==> src/rtl/safety_monitor_pkg.sv <==
// Shared constants and types for the N-channel over-current safety monitor.
// Status-word layout, default clear address and scan FSM encoding live here.
package safety_monitor_pkg;

    typedef enum logic [1:0] {
        ST_IDLE  = 2'd0,
        ST_SCAN  = 2'd1,
        ST_DRAIN = 2'd2
    } scan_state_t;

    localparam logic [15:0] CLR_ADDR_DEFAULT = 16'h0009;
    localparam int          OVERRUN_BIT      = 31;
    localparam int          CNT_W            = 8;

    // Offset-binary zero point for a word of width w.
    function automatic logic [31:0] midscale(input int w);
        return 32'd1 << (w - 1);
    endfunction

    // Channel index width; a single channel still needs one bit.
    function automatic int idx_width(input int n);
        return (n > 1) ? $clog2(n) : 1;
    endfunction

endpackage

==> src/rtl/safety_cmp_stage.sv <==
// Two-stage magnitude / limit compare, time-shared across channels.
// Stage 1 registers both magnitudes; stage 2 is the combinational limit check.
module safety_cmp_stage
    import safety_monitor_pkg::*;
#(
    parameter int                DATA_W = 16,
    parameter logic [DATA_W-1:0] TOL    = 16'h0100,
    parameter int                CHAN_W = 2
) (
    input  logic              clk,
    input  logic              reset,
    input  logic              issue_valid,
    input  logic [CHAN_W-1:0] issue_chan,
    input  logic [DATA_W-1:0] fb,
    input  logic [DATA_W-1:0] cmd,
    output logic              retire_valid,
    output logic [CHAN_W-1:0] retire_chan,
    output logic              fault
);

    localparam logic [DATA_W-1:0] MID = DATA_W'(midscale(DATA_W));

    // Code 0 yields exactly MID, which still fits in DATA_W bits.
    function automatic logic [DATA_W-1:0] mag(input logic [DATA_W-1:0] x);
        return (x >= MID) ? (x - MID) : (MID - x);
    endfunction

    logic [DATA_W-1:0] fb_mag_reg;
    logic [DATA_W-1:0] cmd_mag_reg;
    logic              valid_reg;
    logic [CHAN_W-1:0] chan_reg;
    logic [DATA_W+1:0] limit;

    always_ff @(posedge clk or posedge reset) begin
        if (reset) begin
            fb_mag_reg  <= '0;
            cmd_mag_reg <= '0;
            valid_reg   <= 1'b0;
            chan_reg    <= '0;
        end else begin
            valid_reg <= issue_valid;
            if (issue_valid) begin
                fb_mag_reg  <= mag(fb);
                cmd_mag_reg <= mag(cmd);
                chan_reg    <= issue_chan;
            end
        end
    end

    // Two guard bits keep 2*cmd_mag + TOL from wrapping.
    assign limit        = {1'b0, cmd_mag_reg, 1'b0} + {2'b00, TOL};
    assign fault        = valid_reg && ({2'b00, fb_mag_reg} > limit);
    assign retire_valid = valid_reg;
    assign retire_chan  = chan_reg;

endmodule

==> src/rtl/safety_monitor.sv <==
// N-channel over-current monitor: snapshot on strobe, serial scan through one
// shared compare pipeline, per-channel debounce and latched amp disables.
module safety_monitor
    import safety_monitor_pkg::*;
#(
    parameter int                NUM_CHAN   = 4,
    parameter int                DATA_W     = 16,
    parameter logic [DATA_W-1:0] TOL        = 16'h0100,
    parameter int                TRIP_COUNT = 4,
    parameter logic [15:0]       CLR_ADDR   = CLR_ADDR_DEFAULT
) (
    input  logic                       sysclk,
    input  logic                       reset,
    input  logic                       sample_valid,
    input  logic [NUM_CHAN*DATA_W-1:0] cur_fb,
    input  logic [NUM_CHAN*DATA_W-1:0] cur_cmd,
    input  logic                       reg_wen,
    input  logic [15:0]                reg_waddr,
    input  logic [31:0]                reg_wdata,
    output logic [31:0]                reg_rdata,
    output logic [NUM_CHAN-1:0]        amp_disable,
    output logic                       scan_done,
    output logic                       overrun
);

    localparam int               IDX_W    = idx_width(NUM_CHAN);
    localparam logic [IDX_W-1:0] LAST_IDX = IDX_W'(NUM_CHAN - 1);
    localparam logic [CNT_W-1:0] TRIP     = CNT_W'(TRIP_COUNT);

    scan_state_t state_reg, state_next;
    logic [IDX_W-1:0] idx_reg, idx_next;
    logic capture, issue, scan_done_next, strobe_overrun;
    logic scan_done_reg, overrun_reg, overrun_next;
    logic clr_write;

    logic [NUM_CHAN-1:0][DATA_W-1:0] snap_fb_reg;
    logic [NUM_CHAN-1:0][DATA_W-1:0] snap_cmd_reg;

    logic             retire_valid;
    logic [IDX_W-1:0] retire_chan;
    logic             fault;

    always_comb begin
        state_next     = state_reg;
        idx_next       = idx_reg;
        capture        = 1'b0;
        issue          = 1'b0;
        scan_done_next = 1'b0;
        strobe_overrun = 1'b0;
        case (state_reg)
            ST_IDLE: begin
                if (sample_valid) begin
                    capture    = 1'b1;
                    idx_next   = '0;
                    state_next = ST_SCAN;
                end
            end
            ST_SCAN: begin
                issue          = 1'b1;
                strobe_overrun = sample_valid;
                if (idx_reg == LAST_IDX) begin
                    state_next = ST_DRAIN;
                end else begin
                    idx_next = idx_reg + IDX_W'(1);
                end
            end
            ST_DRAIN: begin
                strobe_overrun = sample_valid;
                scan_done_next = 1'b1;
                state_next     = ST_IDLE;
            end
            default: state_next = ST_IDLE;
        endcase
    end

    assign clr_write    = reg_wen && (reg_waddr == CLR_ADDR);
    // A new overrun in the same cycle as its clear keeps the flag set.
    assign overrun_next = (overrun_reg && !(clr_write && reg_wdata[OVERRUN_BIT])) || strobe_overrun;

    always_ff @(posedge sysclk or posedge reset) begin
        if (reset) begin
            state_reg     <= ST_IDLE;
            idx_reg       <= '0;
            snap_fb_reg   <= '0;
            snap_cmd_reg  <= '0;
            scan_done_reg <= 1'b0;
            overrun_reg   <= 1'b0;
        end else begin
            state_reg     <= state_next;
            idx_reg       <= idx_next;
            scan_done_reg <= scan_done_next;
            overrun_reg   <= overrun_next;
            if (capture) begin
                snap_fb_reg  <= cur_fb;
                snap_cmd_reg <= cur_cmd;
            end
        end
    end

    safety_cmp_stage #(
        .DATA_W (DATA_W),
        .TOL    (TOL),
        .CHAN_W (IDX_W)
    ) u_cmp (
        .clk          (sysclk),
        .reset        (reset),
        .issue_valid  (issue),
        .issue_chan   (idx_reg),
        .fb           (snap_fb_reg[idx_reg]),
        .cmd          (snap_cmd_reg[idx_reg]),
        .retire_valid (retire_valid),
        .retire_chan  (retire_chan),
        .fault        (fault)
    );

    genvar gi;
    generate
        for (gi = 0; gi < NUM_CHAN; gi++) begin : g_chan
            logic [CNT_W-1:0] cnt_reg, cnt_next;
            logic             dis_reg, dis_next;
            logic             hit, trip, clr;

            always_comb begin
                hit      = retire_valid && (retire_chan == IDX_W'(gi));
                clr      = clr_write && reg_wdata[gi];
                cnt_next = cnt_reg;
                dis_next = dis_reg;
                trip     = 1'b0;
                if (hit) begin
                    if (fault) begin
                        if (cnt_reg < TRIP) begin
                            cnt_next = cnt_reg + CNT_W'(1);
                        end
                        trip = (cnt_next == TRIP);
                    end else begin
                        cnt_next = '0;
                    end
                end
                // Fail-safe: a trip in the same cycle overrides a clear.
                if (clr && !trip) begin
                    cnt_next = '0;
                    dis_next = 1'b0;
                end
                if (trip) begin
                    dis_next = 1'b1;
                end
            end

            always_ff @(posedge sysclk or posedge reset) begin
                if (reset) begin
                    cnt_reg <= '0;
                    dis_reg <= 1'b0;
                end else begin
                    cnt_reg <= cnt_next;
                    dis_reg <= dis_next;
                end
            end

            assign amp_disable[gi] = dis_reg;
        end
    endgenerate

    always_comb begin
        reg_rdata                 = '0;
        reg_rdata[NUM_CHAN-1:0]   = amp_disable;
        reg_rdata[OVERRUN_BIT]    = overrun_reg;
    end

    assign scan_done = scan_done_reg;
    assign overrun   = overrun_reg;

    logic unused_wdata;
    assign unused_wdata = ^reg_wdata[OVERRUN_BIT-1:NUM_CHAN];

endmodule

==> config.mk <==
export PLATFORM = sky130hd
export DESIGN_NAME = safety_monitor
export DESIGN_NICKNAME = d
export VERILOG_FILES = /design/src/rtl/safety_monitor_pkg.sv /design/src/rtl/safety_cmp_stage.sv /design/src/rtl/safety_monitor.sv
export SDC_FILE = /design/constraint.sdc
export NUM_CORES = 1
export LEC_CHECK = 0
export BUFFER_PORTS_ARGS = -buffer_cell sky130_fd_sc_hd__buf_2
export CAP_MARGIN = 25
export CORE_ASPECT_RATIO = 1.4
export CORE_UTILIZATION = 50
export CTS_BUF_LIST = sky130_fd_sc_hd__clkbuf_16
export DETAILED_ROUTE_END_ITERATION = 7
export PLACE_DENSITY_LB_ADDON = 0.2
export SYNTH_ARGS = -nofsm -noshare
export SYNTH_HDL_FRONTEND = slang
export SYNTH_SLANG_ARGS = --single-unit
==> constraint.sdc <==
create_clock -name sysclk -period 6.7 [get_ports sysclk]
set_clock_uncertainty 0.1 [all_clocks]
set_input_delay 1.005 -clock sysclk [delete_from_list [all_inputs] [get_ports sysclk]]
set_output_delay 1.005 -clock sysclk [all_outputs]
set_load 0.01 [all_outputs]
==> results.ini <==
[clock_network]
clk_pin_slew_ns=0.06
clock_sinks=205
cts_buffer_depth=3
insertion_delay_ns=0.49
root_buffer=clkbuf_16
cts_setup_buffers=0
cts_tree=done
numCtsBuffers=22
cts_htree_levels=1
post_cts_resized=0
cts_hold_buf=0

[min_path]
min_path_type=reg -> reg

[logic_synthesis]
syn_avg_cell_area_um2=12.1
syn_inst=850
syn_area_um2=10300
yosysTopAreaCellShare=0.498
synth-main-ff-cell=dfrtp_1
synth_area_leaders=dfrtp_1 50%, mux2_2 15%, mux4_2 4.6%
synth_xor_area_frac=0.0264
yosysTopAreaCell=dfrtp_1
yosysSeqAreaShare=0.498
ys_warn_count=0
async_reset_ff_frac=1.00
synthMuxAreaShare=0.224
yosysMostFrequentCell=dfrtp_1
yosys.area_share.simple=0.100
ys_top_cells_by_count=205 x dfrtp_1, 134 x mux2_2, 77 x nor2_1, 62 x a21oi_1, 46 x nand2_1
synth_fa_ha_area_frac=0.0328
synth_compound_area_frac=0.0666
synth-edff-count=0
synth_top_family_by_area=multiplexers
ys_seq_elements=205
synth.distinct_cells=54

[sta]
fin_ws_ns=3.13
drv_slew=0
relSlewSlack=0.303
fin_crit_sh=0.533
hold_violations=0
rsz0062_at_grt=no
setup_tns_ns=0
period_minus_slack_ns=3.57
max_freq_ghz=0.280
worstMarginPinSlew_ns=1.03
final-setup-viol-count=0

[setup_path]
cp_cell_sequence=buf_4, mux4_2, inv_1, ha_1, nor4b_1, a21oi_1, xnor2_1, a21oi_1
critPathSlowestCell=nor4b_1
cp-end-kind=register
crit_path_max_fanout=20
cp_data_required_time_ns=6.95
start_kind=register
path_class=reg -> reg
cp_common_cell=a21oi_1
crit_path_max_incr_delay_ns=0.84
cp_data_arrival_time_ns=3.82

[pwr]
seqPwrFrac=0.355
combPwrFrac=0.440
leakage_nw=5.42
intPower_mw=3.84
powerDensity_nw_per_um2=498
ir_worst_vdd_mv=0.285
p_clk_frac=0.205
swShare=0.353
p_sw_mw=2.10

[grt]
grtUsageMet1=0.234
grt_pass1_wl_um=32900
grt_max_degree=143
grt_use_met2=0.354
grt_pass1_vias=6858
antenna_found_initial=1
busiest_layer=met2
grtUsageTotal=0.196
grtUsageMet3=0.0418
grt_overflow=0

[die]
start_util=0.515
die_y_um=172
dieArea_um2=21200
io_pins=218
die_w_um=123
placementRows=61
core_um2=20000

[layout]
area_delta_synth_final_pct=15.9
nets=1206
layout-drive-gt1-share=0.368
fill_cells=1666
n_antenna_cell=0

[placed_design]
gp_congestion=0.792
portBuffers=163
dp_hpwl_um=14200
dp_slack_ns=3.10

[detailed_routing]
vias=6825
drtAntennaViolNets=0
wl_per_cell_um=16.1
dr.pass1.iters=4
drt-total-wl_um=20300
drcViolationCount=0
vias_per_cell=5.39
drt_iter0_markers=268

[job]
drv_cap=0

[run_status]
outcome=finished clean

-- worst paths after layout --
path                                         from              endpoint  slack (ns)  cells past startpoint
worst max-delay path                   idx_reg[0]  u_cmp.fb_mag_reg[12]        3.13                      8
worst min-delay path            g_chan[1].dis_reg     g_chan[1].dis_reg        0.39                      2
worst max register to register         idx_reg[0]  u_cmp.fb_mag_reg[12]        3.13                      8
worst min register to register  g_chan[1].dis_reg     g_chan[1].dis_reg        0.39                      2
max in group asynchronous                   reset       snap_fb_reg[52]        4.47                      4
min in group asynchronous                   reset  g_chan[2].cnt_reg[3]        0.61                      3
-- routing by layer --
layer	vias up	part of all wire	wire length, um
met5	-	0.00064	13
met1	3327	0.40	8160
met3	34	0.053	1080
met2	150	0.53	10700
met4	2	0.019	382
li1	3312	-	-
-- cell type report --
cell class / instances / area (um2) / share of cell area
clock inverter: 16 / 156 / 0.0131
tap: 252 / 315 / 0.0264
timing repair buffer: 170 / 901 / 0.0755
inverter: 28 / 109 / 0.00912
sequential: 205 / 5130 / 0.430
clock buffer: 23 / 576 / 0.0482
multi-input combinational: 572 / 4750 / 0.398
-- per-stage QoR --
step / power (mW) / instances / utilization / hold WS [ns] / area [um2]
2_1_floorplan: 4.21 / 876 / - / 0.359 / 10400
3_3_place_gp: 4.65 / 1226 / 0.559 / 0.374 / 11200
3_5_place_dp: 4.74 / 1226 / 0.559 / 0.384 / 11200
4_1_cts: 6.00 / 1265 / 0.595 / 0.397 / 11900
5_1_grt: 6.40 / 1266 / 0.597 / 0.404 / 11900
6_report: 5.94 / 1266 / 0.597 / 0.390 / 11900
-- layout by cell type (no fill, tap or decap), types with 5 or more instances in the layout --
| cell type | count |
|---|---|
| mux4_2 | 21 |
| ha_1 | 26 |
| nor2_1 | 77 |
| mux2_2 | 134 |
| and3_1 | 6 |
| nand3_1 | 13 |
| o2111ai_1 | 5 |
| xnor2_1 | 25 |
| a31oi_1 | 5 |
| mux2i_1 | 6 |
| nor3b_1 | 10 |
| nor4bb_1 | 5 |
| a21oi_1 | 62 |
| inv_1 | 29 |
| nor3_1 | 11 |
| buf_4 | 5 |
| xor2_1 | 6 |
| clkbuf_16 | 23 |
| buf_2 | 163 |
| o21ai_0 | 13 |
| dfrtp_1 | 203 |
| conb_1 | 27 |
| and2_1 | 5 |
| nand2_1 | 45 |
| mux4_1 | 10 |
-- power by group through the flow --
stage | Sequential [mW] | Combinational [mW] | Clock, mW
floorplan | 2.00 | 2.21 | 0
global placement | 2.11 | 2.55 | 0
detailed placement | 2.13 | 2.61 | 0
CTS | 2.11 | 2.64 | 1.25
global route | 2.18 | 2.92 | 1.31
finish | 2.11 | 2.61 | 1.22
-- critical path: cells and delay by family, from the launching register on --
family | cells | cell delay (ns)
AND/OR/NAND/NOR | 1 | 0.84
adder cells (fa/ha/maj) | 1 | 0.17
multiplexers | 1 | 0.59
AO/OA/AOI/OAI | 2 | 0.27
XOR/XNOR | 1 | 0.22
flip-flops | 1 | 0.69
buffers and inverters | 2 | 0.54
-- logic make-up (layout without fill, tap and decap cells) --
group,after synthesis,after routing
AO/OA/AOI/OAI,113,113
AND/OR/NAND/NOR,203,203
adder cells (fa/ha/maj),27,27
multiplexers,171,171
flip-flops,205,205
XOR/XNOR,31,31
other,1,27
buffers and inverters,99,237
Note: power is estimated with default switching activity, not from simulation.
